## src/rtl/f1_start_seq.sv

```systemverilog
// f1_start_seq: start-light sequencer with a random LFSR hold time and reaction timer.
module f1_start_seq #(
  parameter int NUM_LIGHTS = 8,
  parameter int LFSR_WIDTH = 7,
  parameter int DIV_WIDTH  = 5,
  parameter int RT_WIDTH   = 16
) (
  input  logic                  clk,
  input  logic                  rst,
  input  logic                  trigger,
  input  logic [DIV_WIDTH-1:0]  n,
  input  logic                  react,
  output logic [NUM_LIGHTS-1:0] data_out,
  output logic                  busy,
  output logic                  react_valid,
  output logic [RT_WIDTH-1:0]   react_time,
  output logic                  jump_start
);
  localparam logic [1:0] IDLE = 2'd0, SEQ = 2'd1, HOLD = 2'd2, RUN = 2'd3;
  // bit e-1 set for each x^e term of the tap polynomial (constant term implied)
  localparam logic [7:0] TAP8 = LFSR_WIDTH == 4 ? 8'b0000_1100 :
                                LFSR_WIDTH == 5 ? 8'b0001_0100 :
                                LFSR_WIDTH == 6 ? 8'b0011_0000 :
                                LFSR_WIDTH == 7 ? 8'b0100_0100 : 8'b1011_1000;
  localparam logic [LFSR_WIDTH-1:0] TAPS = TAP8[LFSR_WIDTH-1:0];
  logic [1:0]            state;
  logic [DIV_WIDTH-1:0]  div;
  logic [LFSR_WIDTH-1:0] lfsr;
  logic [LFSR_WIDTH-1:0] hold_cnt;
  logic [RT_WIDTH-1:0]   rt_cnt;
  logic                  trig_q;
  logic                  trig_armed;
  assign busy = state != IDLE;
  always_ff @(posedge clk or negedge rst) begin
    if (!rst) begin
      state       <= IDLE;
      data_out    <= '0;
      react_valid <= 1'b0;
      jump_start  <= 1'b0;
      react_time  <= '0;
      div         <= '0;
      lfsr        <= LFSR_WIDTH'(1);
      hold_cnt    <= '0;
      rt_cnt      <= '0;
      trig_q      <= 1'b0;
      trig_armed  <= 1'b0;
    end else begin
      lfsr        <= {lfsr[LFSR_WIDTH-2:0], ^(lfsr & TAPS)};
      trig_q      <= trigger;
      // a trigger held high across reset must be seen low before it can start a run
      trig_armed  <= trig_armed | ~trigger;
      react_valid <= 1'b0;
      jump_start  <= 1'b0;
      if ((state == SEQ || state == HOLD) && react) begin
        state      <= IDLE;
        data_out   <= '0;
        jump_start <= 1'b1;
      end else begin
        case (state)
          IDLE: if (trigger && !trig_q && trig_armed) begin
            state    <= SEQ;
            div      <= n;
            data_out <= '0;
          end
          SEQ: if (div == '0) begin
            div      <= n;
            data_out <= {data_out[NUM_LIGHTS-2:0], 1'b1};
            if (&data_out[NUM_LIGHTS-2:0]) begin
              state    <= HOLD;
              hold_cnt <= lfsr;
            end
          end else div <= div - DIV_WIDTH'(1);
          HOLD: if (hold_cnt == LFSR_WIDTH'(1)) begin
            state    <= RUN;
            data_out <= '0;
            rt_cnt   <= '0;
          end else hold_cnt <= hold_cnt - LFSR_WIDTH'(1);
          RUN: if (react || &rt_cnt) begin
            state       <= IDLE;
            react_time  <= rt_cnt;
            react_valid <= 1'b1;
          end else rt_cnt <= rt_cnt + RT_WIDTH'(1);
          default: state <= IDLE;
        endcase
      end
    end
  end
endmodule

```

## config.mk

```make
export PLATFORM = sky130hd
export DESIGN_NAME = f1_start_seq
export DESIGN_NICKNAME = d
export VERILOG_FILES = /design/src/rtl/f1_start_seq.sv
export SDC_FILE = /design/constraint.sdc
export NUM_CORES = 1
export LEC_CHECK = 0
export ABC_AREA = 1
export BUFFER_PORTS_ARGS = -buffer_cell sky130_fd_sc_hd__clkbuf_2
export CORE_ASPECT_RATIO = 0.9
export CORE_UTILIZATION = 45
export CTS_CLUSTER_DIAMETER = 200
export CTS_CLUSTER_SIZE = 10
export DETAILED_ROUTE_END_ITERATION = 8
export PLACE_DENSITY_LB_ADDON = 0.1
export SETUP_SLACK_MARGIN = 0.1
export SLEW_MARGIN = 20
export SYNTH_ARGS = -nofsm -noshare
export SYNTH_HDL_FRONTEND = slang
export SYNTH_SLANG_ARGS = --single-unit
```

## constraint.sdc

```tcl
create_clock -name clk -period 2 [get_ports clk]
set_input_delay 0.6 -clock clk [delete_from_list [all_inputs] [get_ports clk]]
set_output_delay 0.6 -clock clk [all_outputs]
set_load 0.1 [all_outputs]
```

# Word-level counts from Yosys, hierarchy flattened
# Index checks and enable logic that the tools add are counted.
classes:
  addsub: 3
  eq_ne: 15
  n_mux: 26
  bitwise_logic: 3
  n_reduce_logical: 22
op_table:
  columns: ["op", "count"]
  rows:
  - ["16-bit two-way mux", 2]
  - ["8-bit two-way mux", 4]
  - ["16-bit case mux with 2 select lines", 1]
  - ["8-bit case mux with 3 select lines", 1]
  - ["7-bit two-way mux", 3]
  - ["16-bit by 1-bit adder with 16-bit output (second input constant)", 1]
  - ["16-bit AND reduction", 1]
  - ["7-bit case mux with 2 select lines", 1]
  - ["2-bit two-way mux", 6]
  - ["5-bit two-way mux", 2]
  - ["5-bit case mux with 2 select lines", 1]
  - ["5-bit AND reduction", 2]
  - ["3-bit by 1-bit != test with 1-bit output (second input constant)", 3]
  - ["2-bit case mux with 4 select lines", 1]
  - ["4-bit AND reduction", 2]
  - ["2-bit nonzero test", 4]
  - ["7-bit by 1-bit equality test with 1-bit output (second input constant)", 1]
  - ["7-bit AND reduction", 1]
  - ["7-bit XOR reduction", 1]
  - ["7-bit by 1-bit subtractor with 7-bit output (second input constant)", 1]
  - ["2-bit by 1-bit != test with 1-bit output (second input constant)", 3]
  - ["2-bit != test (second input constant)", 3]
  - ["3-bit != test (second input constant)", 2]
  - ["3-bit AND reduction", 2]
  - ["12 further kinds", 20]
totals:
  ff_bits: 65
  input_bits: 9
  output_inout_bits: 27

# Longest topological paths before layout
depth:
  word_depth: 6
  mapped_depth: 12
  ltp_nobuf: 11

# Worst setup path after synthesis
# No wires, ideal clock.
synth_timing:
  path_type: "reg2reg"
  start: "register state[0]"
  end: "register div[2]"
  t_arrival_ns: 1.884
  required_ns: 1.918
  slack_ns: 0.034
  path_stages_with_launch: 8
  n_path_buf: 0
  period_less_slack_ns: 1.966
  cell_sequence: "dfrtp_1 > inv_1 > ha_1 > inv_1 > o21bai_1 > inv_1 > o21ai_0 > o22ai_1"
synth_via:
  elab_chain_cells: 5
  elab_cells_between_ends: 10
synth_rtl:
  columns: ["item", "line", "text"]
  rows:
  - ["from (decl)", "26", "logic [1:0] state;"]
  - ["from (signal assigned)", "36", "state <= IDLE;"]
  - ["from (signal assigned)", "55", "state <= IDLE;"]
  - ["from (signal assigned)", "61", "state <= SEQ;"]
  - ["2-bit by 1-bit equality test with 1-bit output or 2-bit equality test (tied branches)", "54, 59", null]
  - ["1-bit logical OR", "54", "if ((state == SEQ || state == HOLD) && react) begin"]
  - ["1-bit logical AND", "54", null]
  - ["1-bit inverter (no line)", null, null]
  - ["3-bit AND reduction (no line)", null, null]
  - ["to (signal assigned)", "62", "div <= n;"]
  - ["to (signal assigned)", "66", "div <= n;"]
  - ["to (signal assigned)", "72", "end else div <= div - DIV_WIDTH'(1);"]
  - ["to (decl)", "27", "logic [DIV_WIDTH-1:0] div;"]
# Parallel ways exist; a longest one is shown, timed or not.
# A chain may end at the register's enable or synchronous reset.

# Worst setup path in the final report
layout_timing:
  start: "register state[0]"
  end: "output port busy"
layout_via:
  elab_chain_cells: 1
layout_rtl:
  columns: ["item", "line", "text"]
  rows:
  - ["2-bit nonzero test", "33", "assign busy = state != IDLE;"]
  - ["to (decl)", "14", "output logic busy,"]
# No other way between the ends.

==> run metrics <==
outcome finished, final reports clean; Die ar. 8060 sq um; Sw Ratio approximately two fifths; RSZ-0062 raised after global routing yes; CTS Root Cell clkbuf_8; Synth Area in Compound Gates about 8.8%; pre-CTS WS ~0.073 ns; CP max FO 3; Slew Limit Fails 0; post-synthesis simple-gate area fraction a little under a third; Final Worst Setup Slack 0.108 ns; io pins 36; TritonCTS Buffers 9; layout cell share with drive strength beyond 1 approximately a fifth; synth warn 0; Reg power frac a little under a third; Antenna diodes 0; sw power ~2100 uW; Setup TNS 0 ns; remaining antenna violation count 0; initial antenna violation count 0; DPL Wire Length around 5.5 mm; Worst-Skew Late Latency between 0.3 and 0.4 ns; clock sink total 65; Pwr Density 1210 nW/um^2; CP endpoint kind output pin; Cell Chain, Critical Path inv_2 -> ha_4 -> clkinvlp_4 -> buf_12; Pre-antenna DRT Iters 4; Max Cap Viol 0; largest family of logic cells by synthesized area simple AND/OR/NAND/NOR gates; vias in the first global route about 2,700; fin nets 520; routed len/inst roughly 13 um; max incr delay on CP around 0.4 ns; fillers between 600 and 700; Leak ~0.0021 uW; Seq. cell area 1630 sq um; largest net degree at the start of global routing 23; Die Y ~85 um; adder and majority gate portion of the synthesized area about 3.6%; Tcrit/Tclk final a little over nine tenths; final setup violation count 0; f_max between 0.5 and 0.6 GHz; VDD IR max between 0.9 and 1 mV; drt drc 0; GPL Wtd Cong roughly 0.86; Multi-input gate area about 1700 sq um; minimum clock period ~1.9 ns; Mapped Nets 465; Slew headroom a little under two thirds; via count 2,945; Final Hold Vio Count 0; Setup CP Type reg -> out; Crit-path slowest cell dfrtp_1; Clk pin slew, worst setup/hold paths 0.07 ns; arrival time worst endpoint between 1 and 1.5 ns; WP buf/inv 3; FP Rows 29; initial core utilization around 48%; Comb pwr share between 40% and 50%; port bufs 35; H-tree Lvls 3; DIE WIDTH approximately 95 um; grt total ovfl 0; Hold Crit Class in -> async; CTS max path bufs 2; delay-heaviest family, CP flip-flops; first-pass GRT wire length between 10 and 15 mm; Layout area overhead 20.0%; Synth cell types 27; Seq/Total Area, Yosys between 40 and 50%; Clock Skew between 0.007 and 0.008 ns; mux contribution to synthesized area 0%; DR iter-0 viols 104; crit start category flop; power share of the clock group 26.1%; Avg Inst Size Synth 7.77 sq um; Worst EP required 1.40 ns; xor and xnor fraction of the mapped netlist area between 2 and 3%; Global Route Usage Sum a little over a fifth; CORE AREA 7260 sq um; Cells after Synth approximately 450; TritonCTS clock tree done; CTS hold repair buffers 0; vias per cell slightly below 5; Least-Margin Pin Slew approximately 0.55 ns; synthesized area approximately 3500 sq um; Routed Wire Length 7.53 mm; Seq cells post-synth 65; P_int a little under 3000 uW
## timing repair
item	4_1_cts	5_1_grt
endpoints found under the hold margin	0	0
setup buffers	2	2
setup endpoints to repair	1	35
pin swaps	1	1
resized for setup	3	8
## state kept, by name (all words and copies together), names as in the netlist
signal and flops:
data_out 8, div 5, hold_cnt 7, jump_start 1
lfsr 7, react_time 16, react_valid 1, rt_cnt 16
state 2, trig_armed 1, trig_q 1
## cell usage after synthesis, drive strengths merged
master	count	area (sq um)
a21oi	6	45.1
buf	11	73.8
clkbuf	2	7.51
dfrtp	64	1600
dfstp	1	26.3
ha	10	125
inv	36	135
nand2	174	676
nand3	28	153
nand3b	1	7.51
nand4	12	75.1
nor2	49	194
o211ai	2	15.0
o21ai	35	209
o21bai	4	30.0
o22ai	1	6.26
xor2	10	87.6
## power groups by stage
stage | sequential [uW] | clock (uW) | combinational, uW
2_1_floorplan | 1860 | 0 | 1280
3_3_place_gp | 1600 | 0 | 2000
3_5_place_dp | 1600 | 0 | 2030
4_1_cts | 1580 | 1360 | 2090
5_1_grt | 1600 | 1410 | 2390
6_report | 1580 | 1310 | 2140
## worst register-to-register path: cells and delay by family (launching register included)
family / cells / cell delay, ns
simple gates: 5 / 0.57
flops: 1 / 0.41
compound gates: 2 / 0.29
fa+ha+maj: 1 / 0.20
buf+inv: 1 / 0.18
## through the flow
stage          util [%]  power (uW)  cells  area [sq um]  hold WS (ns)
2_1_floorplan         -        3140    446          3490         0.304
3_3_place_gp       53.3        3590    579          3870         0.365
3_5_place_dp       53.3        3630    579          3870         0.370
4_1_cts            56.9        5030    597          4130         0.139
5_1_grt            57.3        5400    599          4160         0.154
6_report           57.3        5040    599          4160         0.150
## worst paths after layout
check | startpoint | endpoint | slack [ns] | cells past startpoint
min in group clk | lfsr[1]$_DFF_PN0_ | lfsr[2]$_DFF_PN0_ | 0.38 | 0
worst max register to register | rt_cnt[1]$_DFFE_PN0P_ | react_time[15]$_DFFE_PN0P_ | 0.25 | 9
max in group asynchronous | rst | lfsr[0]$_DFF_PN1_ | 1.23 | 2
worst max-delay path | state[0]$_DFFE_PN0P_ | busy | 0.11 | 4
worst min-delay path | rst | hold_cnt[3]$_DFFE_PN0P_ | 0.15 | 1
worst min register to register | lfsr[1]$_DFF_PN0_ | lfsr[2]$_DFF_PN0_ | 0.38 | 0
## cell families after synthesis
kind of cell    count (synthesis)
simple gates                  264
flops                          65
buf+inv                        49
compound gates                 48
xor+xnor                       10
fa+ha+maj                      10
## final cells by class
| cell class | instances | share of cell area [%] |
|---|---|---|
| multi-input combinational | 332 | 39.8 |
| sequential | 65 | 39.2 |
| timing repair buffer | 57 | 9.23 |
| clock buffer | 11 | 3.64 |
| inverter | 36 | 3.34 |
| tap | 93 | 2.80 |
| clock inverter | 5 | 2.05 |
## metal layers
| metal | track usage [%] | share of wire [%] | vias up |
|---|---|---|---|
| li1 | - | - | 1526 |
| met1 | 30.5 | 52 | 1358 |
| met2 | 31.2 | 43 | 51 |
| met3 | 6.09 | 4.2 | 10 |
| met4 | 5.79 | 1.1 | 0 |
| met5 | 0 | 0 | - |
## placed cells by master (no fill, tap or decap), types with 3 or more instances in the layout
master / n
nand4_1: 12
inv_2: 6
o21ai_0: 28
a21oi_1: 4
buf_4: 19
nand3_1: 27
o21bai_1: 3
buf_12: 3
nand2_1: 169
o21ai_2: 6
xor2_1: 10
dfrtp_1: 62
nand2_4: 3
clkbuf_2: 32
clkbuf_8: 11
nor2_1: 46
ha_1: 9
inv_1: 29
Note: power is estimated with default switching activity, not from simulation.
